## src/rtl/wave_wr_pkg.sv

```systemverilog
// rtl/wave_wr_pkg.sv - state encoding, edge codes and edge-compare helper for wave_ram_writer
package wave_wr_pkg;

  typedef enum logic [2:0] {
    ST_IDLE  = 3'd0,
    ST_PRE   = 3'd1,
    ST_ARMED = 3'd2,
    ST_POST  = 3'd3,
    ST_DONE  = 3'd4
  } wave_state_t;

  localparam logic EDGE_RISE = 1'b0;
  localparam logic EDGE_FALL = 1'b1;

  // Crossing test on "below level" flags of the previous and current sample
  function automatic logic edge_hit(input logic edge_sel, input logic prev_below, input logic cur_below);
    if (edge_sel == EDGE_RISE) begin
      return prev_below && !cur_below;
    end
    return !prev_below && cur_below;
  endfunction

endpackage

```

## src/rtl/wave_trig_detect.sv

```systemverilog
// rtl/wave_trig_detect.sv - previous-sample register and unsigned level-crossing compare
module wave_trig_detect
  import wave_wr_pkg::*;
#(
  parameter int c_DATA_WIDTH = 8
) (
  input  logic                    clk,
  input  logic                    rst_n,
  input  logic                    i_clear,
  input  logic                    i_smp_valid,
  input  logic [c_DATA_WIDTH-1:0] i_smp_data,
  input  logic [c_DATA_WIDTH-1:0] i_level,
  input  logic                    i_edge,
  output logic                    o_trig
);

  logic [c_DATA_WIDTH-1:0] r_prev;
  logic                    r_have_prev;
  logic                    w_prev_below;
  logic                    w_cur_below;

  // Remember the last accepted sample; a fresh capture starts with no history
  always_ff @(posedge clk or negedge rst_n) begin
    if (!rst_n) begin
      r_prev      <= '0;
      r_have_prev <= 1'b0;
    end else if (i_clear) begin
      r_have_prev <= 1'b0;
    end else if (i_smp_valid) begin
      r_prev      <= i_smp_data;
      r_have_prev <= 1'b1;
    end
  end

  assign w_prev_below = (r_prev < i_level);
  assign w_cur_below  = (i_smp_data < i_level);
  assign o_trig       = i_smp_valid && r_have_prev && edge_hit(i_edge, w_prev_below, w_cur_below);

endmodule

```

## src/rtl/wave_ram_writer.sv

```systemverilog
// rtl/wave_ram_writer.sv - pre/post-trigger waveform capture into a circular RAM; WAVE_WR_FORCE_TRIG_EN adds force_trig
module wave_ram_writer
  import wave_wr_pkg::*;
#(
  parameter int c_ADDR_WIDTH = 10,
  parameter int c_DATA_WIDTH = 8,
  parameter int c_PRE_TRIG   = 256
) (
  input  logic                    clk,
  input  logic                    rst_n,
  input  logic                    arm,
  input  logic [c_DATA_WIDTH-1:0] smp_data,
  input  logic                    smp_valid,
  input  logic [c_DATA_WIDTH-1:0] trig_level,
  input  logic                    trig_edge,
  output logic [c_ADDR_WIDTH-1:0] ram_addr,
  output logic [c_DATA_WIDTH-1:0] ram_wr_data,
  output logic                    ram_wr_en,
  output logic                    busy,
  output logic                    done,
  output logic [c_ADDR_WIDTH-1:0] start_addr
`ifdef WAVE_WR_FORCE_TRIG_EN
  ,
  input  logic                    force_trig
`endif
);

  localparam logic [c_ADDR_WIDTH-1:0] c_ONE_A      = 1;
  localparam logic [c_ADDR_WIDTH:0]   c_ONE_P      = 1;
  localparam logic [c_ADDR_WIDTH-1:0] c_PRE_LAST   = c_ADDR_WIDTH'(c_PRE_TRIG - 1);
  localparam logic [c_ADDR_WIDTH:0]   c_POST_TOTAL = (c_ADDR_WIDTH + 1)'((1 << c_ADDR_WIDTH) - c_PRE_TRIG);

  wave_state_t             r_state;
  logic [c_ADDR_WIDTH-1:0] r_wr_ptr;
  logic [c_ADDR_WIDTH-1:0] r_pre_cnt;
  logic [c_ADDR_WIDTH:0]   r_post_cnt;
  logic [c_DATA_WIDTH-1:0] r_level;
  logic                    r_edge;
  logic [c_ADDR_WIDTH-1:0] r_addr;
  logic [c_DATA_WIDTH-1:0] r_data;
  logic                    r_wr_en;
  logic                    r_busy;
  logic                    r_done;
  logic [c_ADDR_WIDTH-1:0] r_start_addr;

  logic w_arm_ok;
  logic w_post_full;
  logic w_sample_ok;
  logic w_level_trig;
  logic w_force;
  logic w_trig;

`ifdef WAVE_WR_FORCE_TRIG_EN
  assign w_force = force_trig;
`else
  assign w_force = 1'b0;
`endif

  // Arm is only honoured when no capture is running
  assign w_arm_ok    = arm && ((r_state == ST_IDLE) || (r_state == ST_DONE));
  // Once the last post sample is in, the capture stops taking samples while it closes out
  assign w_post_full = (r_post_cnt == c_POST_TOTAL);
  assign w_sample_ok = smp_valid && ((r_state == ST_PRE) || (r_state == ST_ARMED) ||
                                     ((r_state == ST_POST) && !w_post_full));
  assign w_trig      = smp_valid && (w_level_trig || w_force);

  wave_trig_detect #(
    .c_DATA_WIDTH(c_DATA_WIDTH)
  ) u_trig (
    .clk        (clk),
    .rst_n      (rst_n),
    .i_clear    (w_arm_ok),
    .i_smp_valid(w_sample_ok),
    .i_smp_data (smp_data),
    .i_level    (r_level),
    .i_edge     (r_edge),
    .o_trig     (w_level_trig)
  );

  // Capture FSM with counters, registered RAM write port and status outputs
  always_ff @(posedge clk or negedge rst_n) begin
    if (!rst_n) begin
      r_state      <= ST_IDLE;
      r_wr_ptr     <= '0;
      r_pre_cnt    <= '0;
      r_post_cnt   <= '0;
      r_level      <= '0;
      r_edge       <= EDGE_RISE;
      r_addr       <= '0;
      r_data       <= '0;
      r_wr_en      <= 1'b0;
      r_busy       <= 1'b0;
      r_done       <= 1'b0;
      r_start_addr <= '0;
    end else begin
      r_wr_en <= 1'b0;
      if (w_sample_ok) begin
        r_wr_en  <= 1'b1;
        r_addr   <= r_wr_ptr;
        r_data   <= smp_data;
        r_wr_ptr <= r_wr_ptr + c_ONE_A;
      end

      case (r_state)
        ST_IDLE, ST_DONE: begin
          if (w_arm_ok) begin
            r_done     <= 1'b0;
            r_busy     <= 1'b1;
            r_wr_ptr   <= '0;
            r_pre_cnt  <= '0;
            r_post_cnt <= '0;
            r_level    <= trig_level;
            r_edge     <= trig_edge;
            r_state    <= (c_PRE_TRIG == 0) ? ST_ARMED : ST_PRE;
          end
        end
        ST_PRE: begin
          if (smp_valid) begin
            r_pre_cnt <= r_pre_cnt + c_ONE_A;
            if (r_pre_cnt == c_PRE_LAST) begin
              r_state <= ST_ARMED;
            end
          end
        end
        ST_ARMED: begin
          if (w_trig) begin
            r_post_cnt <= c_ONE_P;
            r_state    <= ST_POST;
          end
        end
        ST_POST: begin
          if (w_post_full) begin
            r_state      <= ST_DONE;
            r_busy       <= 1'b0;
            r_done       <= 1'b1;
            r_start_addr <= r_wr_ptr;
          end else if (smp_valid) begin
            r_post_cnt <= r_post_cnt + c_ONE_P;
          end
        end
        default: begin
          r_state <= ST_IDLE;
          r_busy  <= 1'b0;
        end
      endcase
    end
  end

  assign ram_addr    = r_addr;
  assign ram_wr_data = r_data;
  assign ram_wr_en   = r_wr_en;
  assign busy        = r_busy;
  assign done        = r_done;
  assign start_addr  = r_start_addr;

endmodule
```

## config.mk

```make
export PLATFORM = sky130hd
export DESIGN_NAME = wave_ram_writer
export DESIGN_NICKNAME = d
export VERILOG_FILES = /design/src/rtl/wave_wr_pkg.sv /design/src/rtl/wave_trig_detect.sv /design/src/rtl/wave_ram_writer.sv
export SDC_FILE = /design/constraint.sdc
export NUM_CORES = 1
export LEC_CHECK = 0
export CAP_MARGIN = 5
export CORE_MARGIN = 2
export CORE_UTILIZATION = 45
export DETAILED_ROUTE_END_ITERATION = 16
export HOLD_SLACK_MARGIN = 0.12
export PLACE_DENSITY = 0.67
export SKIP_CTS_REPAIR_TIMING = 1
export SYNTH_ARGS = -nofsm -noshare
export SYNTH_HDL_FRONTEND = slang
export SYNTH_SLANG_ARGS = --single-unit
```

## constraint.sdc

```tcl
create_clock -name clk -period 2.8 [get_ports clk]
set_input_delay 0.42 -clock clk [delete_from_list [all_inputs] [get_ports clk]]
set_output_delay 0.42 -clock clk [all_outputs]
set_load 0.1 [all_outputs]
```

# After elaboration in Yosys (flattened, before gate mapping)
# Index checks and enable logic that the tools add are counted.
# classes
bitwise	2
n_reduce_logical	29
muxes	27
n_addsub	3
order_cmp	2
eq_ne	13
# ops
op	n
10-bit 2-to-1 mux	5
11-bit 2-to-1 mux	4
11-bit case mux with 3 select lines	1
10-bit by 1-bit adder with 10-bit output, second input constant	2
10-bit case mux with 2 select lines	1
8-bit < comparator	2
3-bit 2-to-1 mux	5
3-bit case mux with 4 select lines	1
11-bit by 1-bit adder with 11-bit output, second input constant	1
11-bit by 10-bit equality test with 1-bit output, second input constant	1
10-bit by 8-bit equality test with 1-bit output, second input constant	1
2-bit inequality test, second input constant	5
5-bit AND reduction	2
3-bit AND reduction	3
1-bit logical AND	8
1-bit 2-to-1 mux	8
3-bit by 2-bit equality test with 1-bit output, second input constant	2
2-bit AND reduction	3
2-bit nonzero test	3
2-bit by 1-bit inequality test with 1-bit output, second input constant	2
2-bit OR reduction	2
3-bit by 1-bit equality test with 1-bit output, second input constant	1
3-bit equality test, second input constant	1
1-bit logical NOT	3
6 further kinds	9
# totals
in_bits	21
elab_cells	90
regBits	83

# Logic depth before layout (Yosys ltp)
# depth
depth_word	10
depth_mapped	10
ltp_nobuf	8

# Modules after synthesis
# Synthesis repeated with hierarchy kept, for this count alone.
# unflattened
cells_unflattened	391
hier_area_um2	4113.9
# modules_own_cells
mod	area_each_um2	cells_per_inst	instances	seq_area_each_um2
wave_ram_writer	3434.5	328	1	1851.8
wave_trig_detect	679.4	63	1	225.2

# Least setup slack after synthesis
# Ideal clock, no wire load.
# synth_path
path_type	reg-to-reg
start	reg r_level[6]
end	reg r_post_cnt[1]
arrival_ps	1861
period_less_slack_ps	1993
stages_incl_launch_ff	9
setup_time_ps	132
t_required_ps	2668
slack_ps	807
path_cell_list	dfrtp_1 -> inv_1 -> ha_1 -> a21oi_1 -> nand2_1 -> a211o_1 -> nor4_1 -> o21a_4 -> o22ai_1
# synth_via
elab_chain_len	8
elab_cells_between_ends	11
classes_between	order compare: 2; eq/ne: 1; mux: 1; reduce/logical: 7
# synth_lines
item	line_no	rtl
from (decl)	wave_ram_writer.sv:37	logic [c_DATA_WIDTH-1:0] r_level;
from (signal assigned)	wave_ram_writer.sv:112	r_level <= trig_level;
8-bit < comparator (on tied branches)	wave_trig_detect.sv:36, wave_trig_detect.sv:35	
1-bit logical NOT (on tied branches)	wave_wr_pkg.sv:18, wave_wr_pkg.sv:20	
1-bit logical AND (on tied branches)	wave_wr_pkg.sv:18, wave_wr_pkg.sv:20	
1-bit 2-to-1 mux *	wave_wr_pkg.sv:20	return !prev_below && cur_below;
1-bit logical AND *	wave_trig_detect.sv:37	assign o_trig = i_smp_valid && r_have_prev && edge_hit(i_edge, w_prev_below, w_cur_below);
1-bit logical AND *	wave_ram_writer.sv:65	assign w_trig = smp_valid && (w_level_trig || w_force);
2-bit inequality test (no line) *	n/a	
5-bit AND reduction (no line) *	n/a	
to (signal assigned)	wave_ram_writer.sv:127	r_post_cnt <= c_ONE_P;
to (signal assigned)	wave_ram_writer.sv:138	r_post_cnt <= r_post_cnt + c_ONE_P;
to (decl)	wave_ram_writer.sv:36	logic [c_ADDR_WIDTH:0] r_post_cnt;
# Mark *: on every way between the ends. The rest lies on a longest branch, timed or not.
# A chain may end at the register's enable or synchronous reset.

# Worst setup path in the final report
# layout_path
start	reg r_post_cnt[0]
end	reg r_post_cnt[1]
# layout_via
elab_chain_len	10
elab_cells_between_ends	15
classes_between	add/sub: 1; eq/ne: 3; mux: 3; reduce/logical: 8
# layout_lines
item
parallel branches: the longest is 10 deep, another holds 11-bit by 1-bit adder with 11-bit output
# Parallel ways; which one is timed is not known. The select of a mux whose other input is x is not followed.

==> out/results.txt <==
met1 global-route usage = 0.244
worst rel slew slack = 0.506
vias in the first global route = 2964
most common cell after layout, fill and taps aside = nand2_1
setup violators final = 0
Layout area overhead = 18.1%
first drt pass iteration count = 4
GR Util All Layers = 0.177
clock network fraction of total power = 0.246
fillers = 747
Max Slew Vio Count = 0
skew final = 0.0183 ns
critical-path maximum fanout = 16
slew of the pin with the lowest slew margin = 0.741 ns
critical path class = flip-flop to flip-flop
DR vias = 3055
final worst-path cycle share = 0.796
RePlAce Congestion = 0.814
initial antenna violation count = 0
GRT met2 Usage = 0.279
core area = 8720 um2
sw frac = 0.402
Fin Setup TNS = 0 ns
P per Cell Area = 775 nW/um2
Startpoint Class = flip-flop
DR vias/cell = 5.35
Distinct cells, synth = 48
sequential area share after synthesis = 0.515
gr busiest metal = met2
Root Buffer = clkbuf_8
ys flop type = dfrtp_1
status = completed
r2r endpoint = r_post_cnt[1]$_DFFE_PN0P_
IO Count = 52
TritonCTS buffer count = 9
die area = 9740 um2
Comb pwr share = 0.324
Worst R2R Setup Slack = 0.57 ns
Cell Area, Synth = 4040 um2
final wirelength = 8.11 mm
Final Util = 0.546
site row count = 34
share of power burned in registers = 0.429
Initial DRC Count = 89
WL/cell = 14.2 um
unrepaired setup endpoints after global routing = no
met3 usage = 0.0305
final net count = 497
worst setup margin = 0.571 ns
Clk Latency, worst-skew pair = 0.37 ns
Yosys Warn Count = 0
HPWL Detailed = 5.52 mm
f_max = 449 MHz
cell internal pwr = 2.21 mW
Tmin final = 2.23 ns
syn nets = 447
R2R Path Start = r_post_cnt[0]$_DFFE_PN0P_
worst min-delay path class = input port to asynchronous set/reset pin
Buffers on Ports = 51
most frequent cells in the layout = 99 x nand2_1, 83 x dfrtp_1, 37 x buf_4
FFs w/ async S/R, synth = 1.00
FF-to-FF path depth = 8
CTS tree = built
Die H = 98.7 um
Final Hold Viols = 0
Worst Path Arrival = 2.46 ns
post-route ant nets = 0
layout cells sized above 1 = 0.188
Starting Density = 0.463
Worst IR Drop VDD = 582 uV
chip width = 98.7 um
Ant. Diodes = 0
P_leak = 2.34 nW
clk slew on worst S/H paths = 0.09 ns
Hold WS = 0.104 ns
first-pass GRT wire length = 14.0 mm
Worst EP required = 3.03 ns
worst slack at placement = 0.308 ns
Post-Synthesis Cells = 408
H-tree levels = 3
Mapped Avg Cell Area = 9.89 um2
Crit. End Element = flip-flop
largest net degree at the start of global routing = 57
max_cap viols = 0
clk sinks = 83
area of the multi-input gates = 1800 um2
FF/Latch Area = 2080 um2
GRT overflow = 0
Psw = 1.49 mW
clock tree buffer depth = 2
# DRC = 0
EDFF count, synth = 0
post-synthesis register bit count = 83
==> cell type report <==
class / count / share of cell area
flip-flops and latches: 83 / 0.436
multi-input cells: 291 / 0.378
repair buffers: 57 / 0.102
well taps: 108 / 0.0284
clock buffers: 9 / 0.0260
clock inverters: 7 / 0.0168
inverters: 16 / 0.0126
==> metrics by stage <==
stage / cell area [um2] / std cells / power [mW]
floorplan: 4040 / 408 / 2.48
global placement: 4560 / 555 / 2.78
detailed placement: 4560 / 555 / 2.81
CTS: 4760 / 571 / 3.72
global route: 4760 / 571 / 3.92
finish: 4760 / 571 / 3.69
==> synth_stat cells, types with 2 or more instances <==
| cell | count | share of area |
|---|---|---|
| ha_1 | 18 | 0.056 |
| a31oi_1 | 11 | 0.017 |
| buf_4 | 4 | 0.0074 |
| mux2_2 | 13 | 0.036 |
| inv_1 | 15 | 0.014 |
| xor2_1 | 13 | 0.028 |
| nand2b_1 | 5 | 0.0078 |
| dfrtp_1 | 83 | 0.51 |
| nand2_1 | 99 | 0.092 |
| a21oi_1 | 5 | 0.0062 |
| nor3b_2 | 2 | 0.0062 |
| nand3b_1 | 2 | 0.0037 |
| buf_1 | 2 | 0.0019 |
| and3_1 | 8 | 0.012 |
| or2_2 | 2 | 0.0031 |
| o21ai_2 | 9 | 0.020 |
| clkbuf_1 | 5 | 0.0047 |
| nand3_1 | 14 | 0.017 |
| buf_2 | 5 | 0.0062 |
| nor4b_1 | 2 | 0.0043 |
| nand4_1 | 10 | 0.016 |
| and2_1 | 4 | 0.0062 |
| buf_6 | 2 | 0.0056 |
| xnor2_1 | 4 | 0.0087 |
| o21ai_0 | 12 | 0.015 |
| o211a_1 | 2 | 0.0050 |
| nor2_1 | 25 | 0.023 |
| nor3_1 | 12 | 0.015 |
==> logic make-up after synthesis <==
family / Yosys count / synth area share
compound gates: 53 / 0.0964
mux: 13 / 0.0363
xor+xnor: 17 / 0.0369
fa+ha+maj: 18 / 0.0558
flops: 83 / 0.515
simple gates: 190 / 0.219
buf+inv: 34 / 0.0406
==> power by group through the flow <==
| stage | combinational, mW | sequential (mW) | clock, mW |
|---|---|---|---|
| floorplan | 0.542 | 1.94 | 0 |
| global placement | 1.18 | 1.60 | 0 |
| detailed placement | 1.21 | 1.60 | 0 |
| CTS | 1.21 | 1.58 | 0.928 |
| global route | 1.31 | 1.62 | 0.984 |
| finish | 1.20 | 1.59 | 0.909 |
==> worst max-delay path by stage <==
stage / slack [ns] / depth (start not counted) / from / endpoint
after floorplan: 0.81 / 8 / r_level[6]$_DFFE_PN0P_ / r_post_cnt[1]$_DFFE_PN0P_
after global placement: 0.33 / 7 / smp_data[1] / r_post_cnt[1]$_DFFE_PN0P_
after global routing: 0.35 / 8 / r_level[6]$_DFFE_PN0P_ / r_post_cnt[1]$_DFFE_PN0P_
after detailed placement: 0.31 / 7 / smp_data[1] / r_post_cnt[1]$_DFFE_PN0P_
final: 0.57 / 8 / r_post_cnt[0]$_DFFE_PN0P_ / r_post_cnt[1]$_DFFE_PN0P_
after CTS: 0.55 / 8 / r_post_cnt[0]$_DFFE_PN0P_ / r_post_cnt[1]$_DFFE_PN0P_
==> critical path, stage by stage, from the launching register on <==
cell and delay (ns):
dfrtp_1 0.45, inv_1 0.11, ha_1 0.20, and4b_1 0.27
a31o_2 0.28, inv_2 0.23, o311a_1 0.24, o21a_4 0.24
o22ai_1 0.09
==> flip-flops by register name (all words and copies together) (netlist names) <==
register            flops
ram_addr               10
r_level                 8
r_pre_cnt              10
r_post_cnt             11
done                    1
u_trig.r_have_prev      1
r_edge                  1
u_trig.r_prev           8
r_state                 3
ram_wr_data             8
r_wr_ptr               10
ram_wr_en               1
busy                    1
start_addr             10
==> routing by layer <==
metal  wire (um)  share of wire
met2        3770           0.46
met1        3910           0.48
met5           0              0
met4         137          0.017
met3         294          0.036
No activity file was read; power rests on OpenSTA's default activity.
